### src/rtl/vc_arbiter_if.sv
// Bundle of VC-side and destination-side FIFO signals around the arbiter.
// The arbiter uses the master view. It drives the pops, the pushes and the status signals.
interface vc_arbiter_if #(
  parameter int DATA_SIZE = 6
);
  logic                 enable;
  logic                 fifo_empty_vc0;
  logic                 fifo_empty_vc1;
  logic [DATA_SIZE-1:0] data_vc0;
  logic [DATA_SIZE-1:0] data_vc1;
  logic                 fifo_pause_d0;
  logic                 fifo_pause_d1;
  logic                 pop_vc0;
  logic                 pop_vc1;
  logic                 push_d0;
  logic                 push_d1;
  logic [DATA_SIZE-1:0] data_d0;
  logic [DATA_SIZE-1:0] data_d1;
  logic                 arb_idle;
  logic [7:0]           stall_count;

  modport master (
    input  enable, fifo_empty_vc0, fifo_empty_vc1, data_vc0, data_vc1,
           fifo_pause_d0, fifo_pause_d1,
    output pop_vc0, pop_vc1, push_d0, push_d1, data_d0, data_d1,
           arb_idle, stall_count
  );

  modport slave (
    output enable, fifo_empty_vc0, fifo_empty_vc1, data_vc0, data_vc1,
           fifo_pause_d0, fifo_pause_d1,
    input  pop_vc0, pop_vc1, push_d0, push_d1, data_d0, data_d1,
           arb_idle, stall_count
  );
endinterface

### src/rtl/vc_arbiter.sv
// Weighted round-robin scheduler from two VC FIFOs to two destination FIFOs.
// One word is in flight at a time: IDLE -> POP -> CAPTURE -> SEND.
// The word waits in SEND while its destination pauses.
module vc_arbiter #(
  parameter int DATA_SIZE  = 6,
  parameter int DEST_BIT   = 4,
  parameter int VC0_WEIGHT = 3
) (
  input logic         clk,
  input logic         reset,
  vc_arbiter_if.master bus
);

  typedef enum logic [1:0] {IDLE, POP, CAPTURE, SEND} state_t;

  localparam logic [2:0] WEIGHT = 3'(VC0_WEIGHT);

  state_t               state;
  state_t               state_nxt;
  logic                 gnt;
  logic [2:0]           wrr_cnt;
  logic [DATA_SIZE-1:0] hold;
  logic                 dest;
  logic [DATA_SIZE-1:0] last_d0;
  logic [DATA_SIZE-1:0] last_d1;
  logic [7:0]           stall_cnt;

  logic                 req;
  logic                 sel_vc0;
  logic                 pause_sel;
  logic                 push_ok;
  logic [DATA_SIZE-1:0] word_in;

  // The WRR counter tops out at the VC0 weight. Reaching the weight hands the next contended grant to VC1.
  function automatic logic [2:0] wrr_inc(input logic [2:0] c);
    return (c >= WEIGHT) ? WEIGHT : c + 3'd1;
  endfunction

  // The stall counter sticks at 255 instead of wrapping.
  function automatic logic [7:0] sat_inc8(input logic [7:0] c);
    return (c == 8'hFF) ? c : c + 8'd1;
  endfunction

  assign req       = bus.enable && (!bus.fifo_empty_vc0 || !bus.fifo_empty_vc1);
  assign sel_vc0   = !bus.fifo_empty_vc0 && (bus.fifo_empty_vc1 || (wrr_cnt < WEIGHT));
  assign pause_sel = dest ? bus.fifo_pause_d1 : bus.fifo_pause_d0;
  assign push_ok   = (state == SEND) && !pause_sel;
  assign word_in   = gnt ? bus.data_vc1 : bus.data_vc0;

  // State register
  always_ff @(posedge clk) begin
    if (reset) state <= IDLE;
    else       state <= state_nxt;
  end

  // Next-state logic
  always_comb begin
    state_nxt = state;
    case (state)
      IDLE:    if (req) state_nxt = POP;
      POP:     state_nxt = CAPTURE;
      CAPTURE: state_nxt = SEND;
      SEND:    if (!pause_sel) state_nxt = IDLE;
      default: state_nxt = IDLE;
    endcase
  end

  // Strobes and output data. A pushed word shows up in the push cycle. Otherwise the last pushed word stays on the output.
  always_comb begin
    bus.pop_vc0     = (state == POP) && !gnt;
    bus.pop_vc1     = (state == POP) && gnt;
    bus.push_d0     = push_ok && !dest;
    bus.push_d1     = push_ok && dest;
    bus.data_d0     = (push_ok && !dest) ? hold : last_d0;
    bus.data_d1     = (push_ok && dest) ? hold : last_d1;
    bus.arb_idle    = (state == IDLE);
    bus.stall_count = stall_cnt;
  end

  // Grant and WRR update, word capture, last-pushed data, stall counting.
  // A reset discards the held word.
  always_ff @(posedge clk) begin
    if (reset) begin
      gnt       <= 1'b0;
      wrr_cnt   <= 3'd0;
      hold      <= '0;
      dest      <= 1'b0;
      last_d0   <= '0;
      last_d1   <= '0;
      stall_cnt <= 8'd0;
    end else begin
      if ((state == IDLE) && req) begin
        gnt     <= !sel_vc0;
        wrr_cnt <= sel_vc0 ? wrr_inc(wrr_cnt) : 3'd0;
      end
      if (state == CAPTURE) begin
        hold <= word_in;
        dest <= word_in[DEST_BIT];
      end
      if (push_ok && !dest) last_d0 <= hold;
      if (push_ok && dest)  last_d1 <= hold;
      if ((state == SEND) && pause_sel) stall_cnt <= sat_inc8(stall_cnt);
    end
  end

endmodule

### src/flat_wrapper.sv
// flat-port wrapper written by rule: the top's interface ports become plain ports
module vc_arbiter_flat 
#(
  parameter int DATA_SIZE  = 6,
  parameter int DEST_BIT   = 4,
  parameter int VC0_WEIGHT = 3
)
  (clk, reset, bus_enable, bus_fifo_empty_vc0, bus_fifo_empty_vc1, bus_data_vc0, bus_data_vc1, bus_fifo_pause_d0, bus_fifo_pause_d1, bus_pop_vc0, bus_pop_vc1, bus_push_d0, bus_push_d1, bus_data_d0, bus_data_d1, bus_arb_idle, bus_stall_count);
  vc_arbiter_if #(.DATA_SIZE(DATA_SIZE)) bus_i ();
  input logic clk;
  input logic reset;
  input wire logic [$bits(bus_i.enable)-1:0] bus_enable;
  input wire logic [$bits(bus_i.fifo_empty_vc0)-1:0] bus_fifo_empty_vc0;
  input wire logic [$bits(bus_i.fifo_empty_vc1)-1:0] bus_fifo_empty_vc1;
  input wire logic [$bits(bus_i.data_vc0)-1:0] bus_data_vc0;
  input wire logic [$bits(bus_i.data_vc1)-1:0] bus_data_vc1;
  input wire logic [$bits(bus_i.fifo_pause_d0)-1:0] bus_fifo_pause_d0;
  input wire logic [$bits(bus_i.fifo_pause_d1)-1:0] bus_fifo_pause_d1;
  output wire logic [$bits(bus_i.pop_vc0)-1:0] bus_pop_vc0;
  output wire logic [$bits(bus_i.pop_vc1)-1:0] bus_pop_vc1;
  output wire logic [$bits(bus_i.push_d0)-1:0] bus_push_d0;
  output wire logic [$bits(bus_i.push_d1)-1:0] bus_push_d1;
  output wire logic [$bits(bus_i.data_d0)-1:0] bus_data_d0;
  output wire logic [$bits(bus_i.data_d1)-1:0] bus_data_d1;
  output wire logic [$bits(bus_i.arb_idle)-1:0] bus_arb_idle;
  output wire logic [$bits(bus_i.stall_count)-1:0] bus_stall_count;
  assign bus_i.enable = bus_enable;
  assign bus_i.fifo_empty_vc0 = bus_fifo_empty_vc0;
  assign bus_i.fifo_empty_vc1 = bus_fifo_empty_vc1;
  assign bus_i.data_vc0 = bus_data_vc0;
  assign bus_i.data_vc1 = bus_data_vc1;
  assign bus_i.fifo_pause_d0 = bus_fifo_pause_d0;
  assign bus_i.fifo_pause_d1 = bus_fifo_pause_d1;
  assign bus_pop_vc0 = bus_i.pop_vc0;
  assign bus_pop_vc1 = bus_i.pop_vc1;
  assign bus_push_d0 = bus_i.push_d0;
  assign bus_push_d1 = bus_i.push_d1;
  assign bus_data_d0 = bus_i.data_d0;
  assign bus_data_d1 = bus_i.data_d1;
  assign bus_arb_idle = bus_i.arb_idle;
  assign bus_stall_count = bus_i.stall_count;
  vc_arbiter #(.DATA_SIZE(DATA_SIZE), .DEST_BIT(DEST_BIT), .VC0_WEIGHT(VC0_WEIGHT)) u_core (.clk(clk), .reset(reset), .bus(bus_i));
endmodule
### config.mk
export PLATFORM = sky130hd
export DESIGN_NAME = vc_arbiter_flat
export DESIGN_NICKNAME = d
export VERILOG_FILES = /design/src/rtl/vc_arbiter_if.sv /design/src/rtl/vc_arbiter.sv /design/src/flat_wrapper.sv
export SDC_FILE = /design/constraint.sdc
export NUM_CORES = 1
export LEC_CHECK = 0
export BUFFER_PORTS_ARGS = -buffer_cell sky130_fd_sc_hd__buf_2
export CAP_MARGIN = 20
export CORE_MARGIN = 1
export CORE_UTILIZATION = 35
export DETAILED_ROUTE_END_ITERATION = 10
export GPL_TIMING_DRIVEN = 0
export PLACE_DENSITY_LB_ADDON = 0.3
export SLEW_MARGIN = 20
export SYNTH_ARGS = -nofsm -noshare
export SYNTH_HDL_FRONTEND = slang
export SYNTH_SLANG_ARGS = --single-unit
### constraint.sdc
create_clock -name clk -period 2.4 [get_ports clk]
set_input_delay 0.48 -clock clk [delete_from_list [all_inputs] [get_ports clk]]
set_output_delay 0.48 -clock clk [all_outputs]
set_load 0.01 [all_outputs]
==> impl_metrics.yaml <==
status:
  result_of_the_run: "finished, final reports clean"
synthesis:
  synth_area_per_cell_um2: 9.75
  post_synth_arst_share_pct: 0
  synth_largest_type_area_fraction_pct: 41.6
  synthDistinctLibCells: 37
  synthMuxAreaShare_pct: 14.8
  synth-edff-count: 0
  synth.largest_area_cell: "sky130_fd_sc_hd__dfxtp_1"
  synth_top_cells_by_area: "sky130_fd_sc_hd__dfxtp_1 (42%), sky130_fd_sc_hd__mux2_2 (7.3%), sky130_fd_sc_hd__ha_1 (6.5%)"
  post_synthesis_adder_cell_area_fraction_pct: 6.50
  synth_common_cells: "sky130_fd_sc_hd__dfxtp_1 (32), sky130_fd_sc_hd__nor2_1 (16), sky130_fd_sc_hd__nor2b_1 (14)"
  synth_most_common_cell: "sky130_fd_sc_hd__dfxtp_1"
  synth_top_family_by_area: "simple AND/OR/NAND/NOR gates"
  synth_ff_type: "sky130_fd_sc_hd__dfxtp_1"
  post_synth_instance_area_um2: 1540
  synthesized_area_fraction_occupied_by_and_or_nand_nor_cells_pct: 21.4
  synth_xor_xnor_area_share_pct: 0.569
  synth_compound_gate_area_share_pct: 12.2
  synth-warning-count: 0
  yosysSeqAreaShare_pct: 41.6
  netlist_instances: 158
  synth-seq-cells: 32
  postSynthNetCount: 185
clocking:
  clk_pin_slew_ps: 70
  postCtsHoldBufs: 0
  cts-buffers-inserted: 5
  tritoncts_num_sinks: 32
  clkLatencyLatePin_ps: 280
  clk_root_buffer_cell: "sky130_fd_sc_hd__clkbuf_8"
  cts_tree: "built"
  htree_num_levels: 2
  clock_path_buffers: 2
route:
  average_detailed_routed_wire_length_per_instance_um: 12.5
  post_drt_via_cell_ratio: 4.96
  num_vias: 1305
  detail_route.wirelength_mm: 3.28
  drt_first_pass_iters: 5
  ant_nets: 0
  drtIter0Drc: 33
  drc_errors: 0
finish:
  layout-drive-gt1-share_pct: 32.9
  multi_input_area_um2: 867
  seqCellArea_um2: 641
  utilization_pct: 48.1
  area_delta_synth_final_pct: 28.6
  fill_cells: 414
  insertedDiodeCount: 0
  final_nets: 239
sta:
  maxSlewHeadroom_pct: 60.4
  fin_tns_setup_ps: 0
  finalSetupViolations: 0
  worst_skew_ps: 4.01
  final_min_period_over_clock_period_pct: 94.0
  grt_setup_unrepaired: "false"
  maxSlewViolCount: 0
  finalHoldViolations: 0
  timing.final.crit_period_ps: 2260
  worst-slew-pin-transition_ps: 594
  timing.fmax_mhz: 443
power:
  cellLeakagePower_nw: 0.888
  total_power_mw: 1.46
  power_frac_seq_pct: 44.6
  switching_share_pct: 28.7
  comb_power_share_pct: 20.8
  intPower_mw: 1.04
  clockPowerShare_pct: 34.5
  vdd_ir_drop_max_v: 0.000288
  p_switching_uw: 417
  p_per_area_nw_per_um2: 735
critical_path:
  depth_of_the_worst_register_to_register_path: 5
  setup.worst_path.class: "register to output pin"
  worstSetupEndpointType: "output pin"
  crit_path_max_fanout: 7
  arrival_time_of_data_at_the_critical_path_endpoint_ps: 1780
  worst-endpoint-required_ps: 1920
  start_kind: "register"
floorplan:
  fp.dieW_um: 68.3
  die_h_um: 68.3
  design.portCount: 44
  floorplan.core_area_um2: 4120
  floorplan.initialDensity_pct: 37.4
  die_area_um2: 4670
  placement_rows: 23
placement:
  post-dp-hpwl_mm: 2.37
  gp_routability_congestion: 0.762
  portBuffers: 43
hold_path:
  hold-path-cell-count: 2
  min-delay-path-class: "primary input to register"
global_routing:
  grt_start_max_net_pins: 11
  first_global_vias: 1056
  gr-total-overflow: 0
  antenna_found_initial: 0
  grt_pass1_wl_mm: 4.86
  gr-usage-all-layers_pct: 14.6
flow_run:
  reported_max_cap_violation_count: 0
per-layer routing:
metal  global-route usage (%)  part of all wire (%)  vias up
met1                     19.6                    47      594
met2                     21.6                    47       30
met4                     7.03                   1.9        0
met5                        0                     0        -
li1                         -                     -      674
met3                     3.50                   3.7        7
power groups by stage:
stage	Clock (mW)	Combinational, mW	Sequential, mW
final	0.503	0.303	0.649
after global routing	0.534	0.344	0.657
after CTS	0.514	0.299	0.644
after detailed placement	0	0.291	0.655
after global placement	0	0.286	0.655
after floorplan	0	0.213	0.643
final timing paths:
kind,startpoint,to,slack (ps)
max,u_core.state[0],bus_data_d0[3],140
min,reset,u_core.last_d0[5],430
max reg2reg,u_core.state[0],u_core.wrr_cnt[2],730
min reg2reg,u_core.hold[3],u_core.hold[3],500
flip-flops by register name (all words and copies together), names as in the netlist:
name                    cells
u_core.bus.stall_count      8
u_core.hold                 6
u_core.last_d0              6
u_core.last_d1              6
u_core.wrr_cnt              3
u_core.state                2
u_core.gnt                  1
layout by cell type, fill, tap and decap left out, drive strengths merged:
master	synthesis	final
inv	7	7
and2	2	2
a211o	1	1
a311oi	1	1
a211oi	8	8
nand3	3	3
or3	3	3
buf	1	48
nor2	16	16
o21ai	1	1
mux2	11	11
nor2b	14	14
a41oi	1	1
dfxtp	32	32
o31a	1	1
clkbuf	4	10
nand2	6	6
or4	1	1
o2111a	1	1
a22oi	1	1
nor3	3	3
nand3b	1	1
o311ai	1	1
a21oi	7	7
nor4	1	1
nand4	4	4
nor3b	1	1
clkinv	0	1
bufinv	0	1
nor4b	1	1
ha	8	8
o21bai	1	1
nand2b	1	1
a21bo	1	1
xor2	1	1
and3	2	2
mux2i	10	10
layout make-up:
cell class	instances	share of cell area (%)
multi-input combinational	114	43.8
sequential	32	32.3
timing repair buffer	47	13.0
clock buffer	6	3.66
tap	50	3.16
clock inverter	2	1.77
inverter	7	1.33
buffer	5	0.948
metrics by stage:
step	cells	area (um2)	hold WS (ps)	setup slack [ps]
2_1_floorplan	158	1540	470	496
3_3_place_gp	251	1820	491	214
3_5_place_dp	251	1820	499	203
4_1_cts	263	1970	425	83.2
5_1_grt	263	1980	440	66.0
6_report	263	1980	428	144
cells by family after synthesis:
group,after synthesis
adder cells (fa/ha/maj),8
AO/OA/AOI/OAI,25
AND/OR/NAND/NOR,59
XOR/XNOR,1
multiplexers,21
flip-flops,32
buffers and inverters,12
what timing repair did:
item,4_1_cts,5_1_grt
buffers inserted,4,0
cloned,0,0
setup endpoints to repair,10,2
gates resized for setup,1,1
pin swaps,1,0
endpoints found under the hold margin,0,0
worst max-delay path: stages (launching register included):
cell,delay (ps)
sky130_fd_sc_hd__dfxtp_1,420
sky130_fd_sc_hd__ha_4,220
sky130_fd_sc_hd__nor3b_4,230
sky130_fd_sc_hd__buf_12,150
sky130_fd_sc_hd__mux2_2,340
sky130_fd_sc_hd__buf_2,140
Power figures use the tool's default switching activity.
